## config.mk

```make
export PLATFORM = sky130hd
export DESIGN_NAME = sdram_port_arbiter
export DESIGN_NICKNAME = d
export VERILOG_FILES = /design/src/rtl/sdram_port_arbiter_pkg.sv /design/src/rtl/sdram_port_arbiter_rd_tag_fifo.sv /design/src/rtl/sdram_port_arbiter.sv
export SDC_FILE = /design/constraint.sdc
export NUM_CORES = 1
export LEC_CHECK = 0
export ABC_AREA = 1
export CORE_AREA = 8 8 241 243
export CTS_CLUSTER_SIZE = 24
export DETAILED_ROUTE_END_ITERATION = 16
export DIE_AREA = 0 0 249 251
export GPL_ROUTABILITY_DRIVEN = 0
export PLACE_DENSITY = 0.77
export SLEW_MARGIN = 25
export SYNTH_ARGS = -nofsm -noshare
export SYNTH_HDL_FRONTEND = slang
export SYNTH_SLANG_ARGS = --single-unit
```

## constraint.sdc

```tcl
create_clock -name clk_133M -period 5.4 [get_ports clk_133M]
set_input_delay 1.62 -clock clk_133M [delete_from_list [all_inputs] [get_ports clk_133M]]
set_output_delay 1.62 -clock clk_133M [all_outputs]
set_load 0.005 [all_outputs]
```

## src/rtl/sdram_port_arbiter_pkg.sv

```systemverilog
// rtl/sdram_port_arbiter_pkg.sv - shared widths, port ids and read-tag encoding for the SDRAM port arbiter
package sdram_port_arbiter_pkg;

    localparam int ADDR_W = 25;
    localparam int DATA_W = 256;

    // Tag stored per outstanding read: which requester gets the returning beat.
    typedef enum logic {
        SRC_VGA = 1'b0,
        SRC_HDR = 1'b1
    } rd_src_e;

    typedef enum logic [1:0] {
        PORT_NONE = 2'd0,
        PORT_VGA  = 2'd1,
        PORT_CAM  = 2'd2,
        PORT_HDR  = 2'd3
    } port_e;

endpackage

```

## src/rtl/sdram_port_arbiter_rd_tag_fifo.sv

```systemverilog
// rtl/sdram_port_arbiter_rd_tag_fifo.sv - 1-bit read-source tag FIFO with same-cycle push and pop
module sdram_port_arbiter_rd_tag_fifo #(
    parameter int DEPTH = 8
) (
    input  logic clk_133M,
    input  logic rst_n_133M,
    input  logic push,
    input  logic push_src,
    input  logic pop,
    output logic pop_src,
    output logic full,
    output logic empty
);

    localparam int PW = $clog2(DEPTH);

    logic [DEPTH-1:0] mem;
    logic [PW:0]      wr_ptr;
    logic [PW:0]      rd_ptr;
    logic             do_push;
    logic             do_pop;

    // Extra pointer bit distinguishes full from empty when the indices match.
    assign empty   = (wr_ptr == rd_ptr);
    assign full    = (wr_ptr[PW] != rd_ptr[PW]) && (wr_ptr[PW-1:0] == rd_ptr[PW-1:0]);
    assign pop_src = mem[rd_ptr[PW-1:0]];
    assign do_push = push & ~full;
    assign do_pop  = pop & ~empty;

    always_ff @(posedge clk_133M or negedge rst_n_133M) begin
        if (!rst_n_133M) begin
            wr_ptr <= '0;
            rd_ptr <= '0;
        end else begin
            if (do_push) begin
                wr_ptr <= wr_ptr + 1'b1;
            end
            if (do_pop) begin
                rd_ptr <= rd_ptr + 1'b1;
            end
        end
    end

    always_ff @(posedge clk_133M) begin
        if (do_push) begin
            mem[wr_ptr[PW-1:0]] <= push_src;
        end
    end

endmodule

```

## src/rtl/sdram_port_arbiter.sv

```systemverilog
// rtl/sdram_port_arbiter.sv - shares the SDRAM command port between VGA reads, camera writes and HDR reads
module sdram_port_arbiter
    import sdram_port_arbiter_pkg::*;
#(
    parameter int TAG_DEPTH  = 8,
    parameter int STARVE_LIM = 64
) (
    input  logic              clk_133M,
    input  logic              rst_n_133M,
    input  logic              vga_rd_req,
    input  logic [ADDR_W-1:0] vga_rd_address,
    input  logic              cam_wr_req,
    input  logic [ADDR_W-1:0] cam_wr_address,
    input  logic [DATA_W-1:0] cam_wr_data,
    input  logic              hdr_rd_req,
    input  logic [ADDR_W-1:0] hdr_rd_address,
    input  logic              ram_busy,
    input  logic              ram_rd_valid,
    output logic              ram_req,
    output logic              ram_we,
    output logic [ADDR_W-1:0] ram_address,
    output logic [DATA_W-1:0] ram_wr_data,
    output logic              vga_busy,
    output logic              cam_busy,
    output logic              hdr_busy,
    output logic              vga_rd_valid,
    output logic              hdr_rd_valid,
    output logic              err_overrun,
    output logic              err_orphan
);

    localparam int SW = $clog2(STARVE_LIM + 1);

    logic              vga_pend;
    logic              cam_pend;
    logic              hdr_pend;
    logic [ADDR_W-1:0] vga_addr_q;
    logic [ADDR_W-1:0] cam_addr_q;
    logic [DATA_W-1:0] cam_data_q;
    logic [ADDR_W-1:0] hdr_addr_q;
    logic [SW-1:0]     starve_cnt;
    logic              starve_force;
    port_e             grant;
    logic              tag_push;
    logic              tag_push_src;
    logic              tag_head;
    logic              tag_full;
    logic              tag_empty;

    assign vga_busy     = vga_pend;
    assign cam_busy     = cam_pend;
    assign hdr_busy     = hdr_pend;
    assign starve_force = (starve_cnt >= SW'(STARVE_LIM));

    // Blocking on ram_req leaves one idle cycle so ram_busy can reflect the previous command.
    always_comb begin
        grant = PORT_NONE;
        if (!ram_busy && !ram_req) begin
            if (starve_force && hdr_pend && !tag_full) begin
                grant = PORT_HDR;
            end else if (vga_pend && !tag_full) begin
                grant = PORT_VGA;
            end else if (cam_pend) begin
                grant = PORT_CAM;
            end else if (hdr_pend && !tag_full) begin
                grant = PORT_HDR;
            end
        end
    end

    always_ff @(posedge clk_133M or negedge rst_n_133M) begin
        if (!rst_n_133M) begin
            vga_pend    <= 1'b0;
            cam_pend    <= 1'b0;
            hdr_pend    <= 1'b0;
            vga_addr_q  <= '0;
            cam_addr_q  <= '0;
            cam_data_q  <= '0;
            hdr_addr_q  <= '0;
            err_overrun <= 1'b0;
        end else begin
            // Capture needs pending low and grant needs it high, so the branches never collide.
            if (vga_rd_req && !vga_pend) begin
                vga_pend   <= 1'b1;
                vga_addr_q <= vga_rd_address;
            end else if (grant == PORT_VGA) begin
                vga_pend <= 1'b0;
            end
            if (cam_wr_req && !cam_pend) begin
                cam_pend   <= 1'b1;
                cam_addr_q <= cam_wr_address;
                cam_data_q <= cam_wr_data;
            end else if (grant == PORT_CAM) begin
                cam_pend <= 1'b0;
            end
            if (hdr_rd_req && !hdr_pend) begin
                hdr_pend   <= 1'b1;
                hdr_addr_q <= hdr_rd_address;
            end else if (grant == PORT_HDR) begin
                hdr_pend <= 1'b0;
            end
            if ((vga_rd_req && vga_pend) || (cam_wr_req && cam_pend) || (hdr_rd_req && hdr_pend)) begin
                err_overrun <= 1'b1;
            end
        end
    end

    always_ff @(posedge clk_133M or negedge rst_n_133M) begin
        if (!rst_n_133M) begin
            starve_cnt <= '0;
        end else if (hdr_pend && (grant != PORT_HDR)) begin
            if (starve_cnt != SW'(STARVE_LIM)) begin
                starve_cnt <= starve_cnt + 1'b1;
            end
        end else begin
            starve_cnt <= '0;
        end
    end

    always_ff @(posedge clk_133M or negedge rst_n_133M) begin
        if (!rst_n_133M) begin
            ram_req     <= 1'b0;
            ram_we      <= 1'b0;
            ram_address <= '0;
            ram_wr_data <= '0;
        end else begin
            ram_req <= (grant != PORT_NONE);
            ram_we  <= (grant == PORT_CAM);
            case (grant)
                PORT_VGA: ram_address <= vga_addr_q;
                PORT_HDR: ram_address <= hdr_addr_q;
                PORT_CAM: begin
                    ram_address <= cam_addr_q;
                    ram_wr_data <= cam_data_q;
                end
                default: ;
            endcase
        end
    end

    assign tag_push     = (grant == PORT_VGA) || (grant == PORT_HDR);
    assign tag_push_src = (grant == PORT_HDR) ? SRC_HDR : SRC_VGA;

    sdram_port_arbiter_rd_tag_fifo #(
        .DEPTH(TAG_DEPTH)
    ) u_rd_tag_fifo (
        .clk_133M  (clk_133M),
        .rst_n_133M(rst_n_133M),
        .push      (tag_push),
        .push_src  (tag_push_src),
        .pop       (ram_rd_valid),
        .pop_src   (tag_head),
        .full      (tag_full),
        .empty     (tag_empty)
    );

    // Return beats are steered by the tag at the head; a beat with no tag goes nowhere.
    assign vga_rd_valid = ram_rd_valid && !tag_empty && (tag_head == SRC_VGA);
    assign hdr_rd_valid = ram_rd_valid && !tag_empty && (tag_head == SRC_HDR);

    always_ff @(posedge clk_133M or negedge rst_n_133M) begin
        if (!rst_n_133M) begin
            err_orphan <= 1'b0;
        end else if (ram_rd_valid && tag_empty) begin
            err_orphan <= 1'b1;
        end
    end

endmodule

```

==> impl_metrics.env, run 1 <==
export IMPL_drtIter0Drc=1161
export IMPL_post_cts_buffers=0
export IMPL_setup_violations=0
export IMPL_status="finished clean"
export IMPL_fin_worst_skew_ns=0.0243
export IMPL_final_hold_violation_count=0
export IMPL_cts_resized=0
export IMPL_clock_path_buffers=3
export IMPL_yosys_top_cells_area="dfrtp_1 (64%), nand2_1 (7.2%), mux2_2 (5.4%)"
export IMPL_start_kind="input pin"
export IMPL_netlist_area_leader_share_pct=64.0
export IMPL_die_x_um=249
export IMPL_area_delta_synth_final_pct=36.9
export IMPL_ys_types=32
export IMPL_die_y_um=251
export IMPL_end_kind="output port"
export IMPL_grt_max_degree=138
export IMPL_wirelength_um=71900
export IMPL_dr_pass1_iters=4
export IMPL_rsz0062_at_grt="no"
export IMPL_root_buffer="clkbuf_16"
export IMPL_fin_nets=3362
export IMPL_routed_via_count=19025
export IMPL_peakVddDrop_v=0.000381
export IMPL_start_util_pct=45.6
export IMPL_via_per_inst=5.03
export IMPL_post_route_period_util_pct=85.2
export IMPL_htreeDepth=3
export IMPL_drive_gt1_share_pct=9.28
export IMPL_placementRows=86
export IMPL_port_buffers=627
export IMPL_cts_tree="yes"
export IMPL_antenna_found_initial=14
export IMPL_routedWlPerCell_um=19.0
export IMPL_ios=628
export IMPL_grt_usage_pct=22.6
export IMPL_mappedNetlistArea_mm2=0.0248
export IMPL_clkSlewWorstSetupHoldPaths_ns=0.06
export IMPL_stdcell_count=3782
export IMPL_dp_hpwl_um=51000
export IMPL_use_met3_pct=8.25
export IMPL_hold_buffers=0
export IMPL_cts_sinks=642
export IMPL_relSlewSlack_pct=35.1
export IMPL_use_met1_pct=26.5
export IMPL_core_area_mm2=0.0543
export IMPL_fmax_ghz=0.217
export IMPL_yosysTopAreaCell="dfrtp_1"
export IMPL_synth_cells=2423
export IMPL_drv_slew=0
export IMPL_yosysSeqAreaShare_pct=64.9
export IMPL_grt_busiest_layer="met2"
export IMPL_cap_violations=0
export IMPL_synth_seq_cells=642
export IMPL_ant_nets=0
export IMPL_crit_arrival_ns=2.98
export IMPL_period_needed_ns=4.60
export IMPL_yosysWarnings=0
export IMPL_worst_pin_slew_ns=0.973
export IMPL_crit_required_ns=3.78
export IMPL_numCtsBuffers=68
export IMPL_grt_util_met2_pct=37.4
export IMPL_overflow=0
export IMPL_route_detailed_drc=0
export IMPL_syn_nets=2765
export IMPL_critPathKind="in2out"
export IMPL_die_area_mm2=0.0625
export IMPL_grt_pass1_vias=20145
export IMPL_critPathMaxFanout=6
export IMPL_fill_cells=4147
export IMPL_worstHoldPathType="reg2reg"
export IMPL_syn_area_per_cell_um2=10.2
export IMPL_power_density_mw_per_mm2=607
export IMPL_dpl_cell_count=3654
export IMPL_grt_pass1_wl_um=113000
export IMPL_setup_tns_ns=0
export IMPL_clk_latency_ns=0.59
export IMPL_p_leak_nw=16.2
area by class of cell:
type                    count  area [um^2]  share of cell area, %
flip-flops and latches    642        16100                   47.4
multi-input cells        1396         6980                   20.6
repair buffers            659         6670                   19.6
clock buffers              97         2020                   5.96
inverters                 253          965                   2.84
well taps                 704          881                   2.59
clock inverters            25          313                  0.921
diodes                      6         15.0                 0.0442
cell usage in the layout (no fill, tap or decap), drive strengths merged:
cell           Yosys  final
ha                 4      4
mux2             120    120
inv              253    256
a21oi            217    217
clkinvlp           0      1
nor3               8      8
clkinv             0     15
buf               77     33
edfxtp             8      8
nand3             56     56
clkbuf            55     97
xnor2              2      2
or2               20     20
o21bai             1      1
bufinv             0      6
xor2               8      8
nand4             10     10
o21ai            216    216
clkdlybuf4s50      0    626
nand2            478    478
nor4               2      2
dfrtp            634    634
diode              0      6
o22ai              2      2
nor2             252    252
layer usage:
metal / wire, um / vias up
met5: 96 / -
met4: 2790 / 14
met3: 6620 / 157
met2: 34800 / 675
met1: 27600 / 9283
li1: - / 8896
power by group:
| group | total, mW | switching, mW | leakage [nW] | internal, mW |
|---|---|---|---|---|
| clock | 4.79 | 1.88 | 1.16 | 2.91 |
| combinational | 7.46 | 3.75 | 7.67 | 3.71 |
| sequential | 8.35 | 1.19 | 7.40 | 7.17 |
flip-flops by register name (all words and copies together), names as in the netlist:
| register | count |
|---|---|
| hdr_busy | 1 |
| cam_data_q | 256 |
| u_rd_tag_fifo.wr_ptr | 4 |
| ram_wr_data | 256 |
| err_orphan | 1 |
| ram_we | 1 |
| vga_addr_q | 25 |
| ram_address | 25 |
| cam_busy | 1 |
| ram_req | 1 |
| u_rd_tag_fifo.rd_ptr | 4 |
| starve_cnt | 7 |
| err_overrun | 1 |
| vga_busy | 1 |
| hdr_addr_q | 25 |
| cam_addr_q | 25 |
| u_rd_tag_fifo.mem | 8 |
worst max-delay path, stage by stage:
cell and delay [ns]:
clkdlybuf4s50_1 0.51, nand2_1 0.16, nor2_1 0.16, clkdlybuf4s50_1 0.53
worst paths after layout:
| kind | cells past startpoint | startpoint | slack, ns | end |
|---|---|---|---|---|
| worst max-delay path | 4 | ram_rd_valid | 0.80 | vga_rd_valid |
| worst min-delay path | 2 | cam_data_q[239]$_DFFE_PN0P_ | 0.47 | ram_wr_data[239]$_DFFE_PN0N_ |
| worst max register to register | 13 | u_rd_tag_fifo.rd_ptr[1]$_DFFE_PN0P_ | 1.86 | ram_wr_data[19]$_DFFE_PN0N_ |
| worst min register to register | 2 | cam_data_q[239]$_DFFE_PN0P_ | 0.47 | ram_wr_data[239]$_DFFE_PN0N_ |
| max in group asynchronous | 2 | rst_n_133M | 3.07 | cam_data_q[193]$_DFFE_PN0P_ |
| min in group asynchronous | 1 | rst_n_133M | 1.06 | ram_wr_data[72]$_DFFE_PN0N_ |
synth_stat cells:
cell / count
dfrtp_1: 634
nand2_1: 474
nor2_1: 251
inv_1: 247
a21oi_1: 217
o21ai_1: 181
mux2_2: 120
nand3_1: 56
clkbuf_1: 55
o21ai_0: 35
buf_4: 25
buf_2: 24
buf_6: 20
or2_0: 13
nand4_1: 9
buf_1: 8
edfxtp_1: 8
nor3_1: 8
xor2_1: 8
or2_2: 7
ha_1: 4
inv_2: 4
nand2_2: 3
inv_4: 2
nor4_1: 2
o22ai_1: 2
nand2_4: 1
nand4_2: 1
nor2_4: 1
o21bai_1: 1
xnor2_1: 1
xnor2_2: 1
kinds of logic (layout without fill, tap and decap cells):
logic type / Yosys count / after routing / share of synthesized area (%)
and+or+nand+nor: 826 / 826 / 13.3
muxes: 120 / 120 / 5.45
DFF: 642 / 642 / 64.9
buffers and inverters: 385 / 1034 / 6.95
xor gates and xnor gates: 10 / 10 / 0.383
other: 0 / 6 / 0
adders and majority gates: 4 / 4 / 0.202
AOI/OAI and AO/OA: 436 / 436 / 8.82
metrics by stage:
stage | total power [mW] | setup slack [ns] | cell area, um^2 | util [%] | hold WS (ns)
6_report | 20.6 | 0.800 | 34000 | 62.5 | 0.469
5_1_grt | 22.0 | 0.736 | 33900 | 62.5 | 0.492
4_1_cts | 20.8 | 0.796 | 33900 | 62.5 | 0.469
3_5_place_dp | 15.9 | 0.812 | 31600 | 58.2 | 0.457
3_3_place_gp | 15.5 | 0.781 | 31600 | 58.2 | 0.450
2_1_floorplan | 12.0 | 1.91 | 24800 | - | 0.443
(Power assumes the default switching activity.)
==> run 2, diff against run 1 <==
- SLEW_MARGIN: 25 -> not set
==> results of run 2 <==
Same layout as run 1: the final DEF is identical, and so are final timing and power.
==> RTL change, RTL diff (flow settings as in run 2) <==
Change the parameter `TAG_DEPTH` from 8 to 4.
--- a/src/rtl/sdram_port_arbiter.sv
+++ b/src/rtl/sdram_port_arbiter.sv
@@ -2,7 +2,7 @@
 module sdram_port_arbiter
     import sdram_port_arbiter_pkg::*;
 #(
-    parameter int TAG_DEPTH  = 8,
+    parameter int TAG_DEPTH  = 4,
     parameter int STARVE_LIM = 64
 ) (
     input  logic              clk_133M,
Formal check against the unedited RTL: same outputs for any inputs over 4 cycles, from zero or initial values and one cycle with rst_n_133M low; that may be too few to reach the edited logic, so the function may still have changed.
==> RTL change against run 2 <==
Synthesized area down 1.6%. Critical endpoint unchanged. Via count down 1.9%. Die area unchanged. Synthesized cell count down 2.4%. Cell area down 0.84%. Sequential cell count down 6. Sequential power down 1%. Worst setup slack better by 74 ps. Wire length down 1.3%. Global-route usage down 0.26 points. Clock power down 5.0%. Highest routed layer unchanged. Power down 1.6%. Register-to-register slack better by 570 ps. Combinational power about the same.
==> RTL change: results (changes against run 2) <==
metric	value	unit	change
Reg2Reg Setup Slack	2430	ps	+570 ps
Worst IR Drop VDD	0.000354	V	-6.9%
Lkg Pwr	16.0	nW	-1.3%
highest clock rate	221	MHz	+1.6%
Worst Reg-to-Reg Cells	12		-1
Yosys cell types	35		+9.4%
Synth area leaders	dfrtp_1 (65%), nand2_1 (7.4%), mux2_2 (6.2%)		
Vias	18671		-1.9%
syn nets	2711		-2.0%
initial drt markers	1158		-0.26%
initial antenna violation count	15		+1
R2R Path End	ram_address[5]$_DFFE_PN0P_		
hold path endpoint	ram_wr_data[244]$_DFFE_PN0N_		
status	complete, no violations		
Sw Share	33.2	%	+0.059 points
largest net degree at the start of global routing	162		+17%
Num CTS Buffers	66		-2.9%
top cells by count, synth	dfrtp_1 (632), nand2_1 (479), inv_1 (241), nor2_1 (218), a21oi_1 (202)		
max incr delay on CP	510	ps	-20 ps
Layout Nets	3318		-1.3%
fill cell count	4195		+1.2%
layout cells sized above 1	9.82	%	+0.54 points
crit path max fanout	5		-1
Post-synth EDFFs	4		-4
worst clock skew	21.0	ps	-3.37 ps
normalized max-slew margin	26.7	%	-8.4 points
Hold Path Origin	cam_data_q[244]$_DFFE_PN0P_		
minimum hold slack	464	ps	-5.54 ps
placed cell area	0.0315	sq mm	-0.42%
Global Route met1 Usage	25.4	%	-1.1 points
Seq/Total Area, Yosys	65.3	%	+0.38 points
drt first pass iters	7		+3
RTL change: power by group through the flow:
stage | Clock [mW] | Sequential [mW] | Combinational, mW
after floorplan | 0 | 8.14 | 3.62
after global placement | 0 | 8.20 | 7.21
after detailed placement | 0 | 8.31 | 7.52
after CTS | 4.64 | 8.27 | 7.58
after global routing | 4.81 | 8.52 | 8.29
final | 4.55 | 8.27 | 7.47
RTL change: how the worst max path moves through the flow:
stage	startpoint	endpoint	slack, ps	cells after the start
finish	ram_rd_valid	vga_rd_valid	870	4
global route	ram_rd_valid	vga_rd_valid	820	4
CTS	ram_rd_valid	vga_rd_valid	870	4
detailed placement	ram_rd_valid	vga_rd_valid	860	4
global placement	ram_rd_valid	vga_rd_valid	810	4
floorplan	ram_rd_valid	hdr_rd_valid	1930	2
RTL change: layout make-up:
type                    count  area, sq um  area share [%]
well taps                 704          881            2.62
flip-flops and latches    636        15900            47.3
repair buffers            666         6750            20.0
clock inverters            19          238           0.706
multi-input cells        1360         6990            20.7
clock buffers             100         1930            5.73
diodes                     13         32.5          0.0966
inverters                 243          920            2.73
RTL change: cell families (layout without fill, tap and decap cells):
| logic type | count (synthesis) | after routing | synth area share (%) |
|---|---|---|---|
| AOI/OAI and AO/OA | 411 | 411 | 8.50 |
| xor gates and xnor gates | 8 | 8 | 0.287 |
| adders and majority gates | 7 | 7 | 0.359 |
| buffers and inverters | 370 | 1028 | 6.10 |
| DFF | 636 | 636 | 65.3 |
| muxes | 134 | 134 | 6.19 |
| other | 0 | 13 | 0 |
| and+or+nand+nor | 800 | 800 | 13.2 |
RTL change: worst register-to-register path: cells and delay by family (launching register included):
family / cells / cell delay, ps
and+or+nand+nor: 9 / 1850
buffers and inverters: 3 / 600
DFF: 1 / 410
RTL change: per-layer routing:
layer / vias up / wire length [microns]
met5: - / 37
met4: 6 / 3850
met3: 183 / 5320
met2: 636 / 35000
met1: 9137 / 26800
li1: 8709 / -
RTL change: through the flow:
stage | instances | utilization [%]
global route | 3737 | 61.9
detailed placement | 3609 | 57.9
finish | 3741 | 62.0
CTS | 3728 | 61.9
floorplan | 2366 | -
global placement | 3609 | 57.9
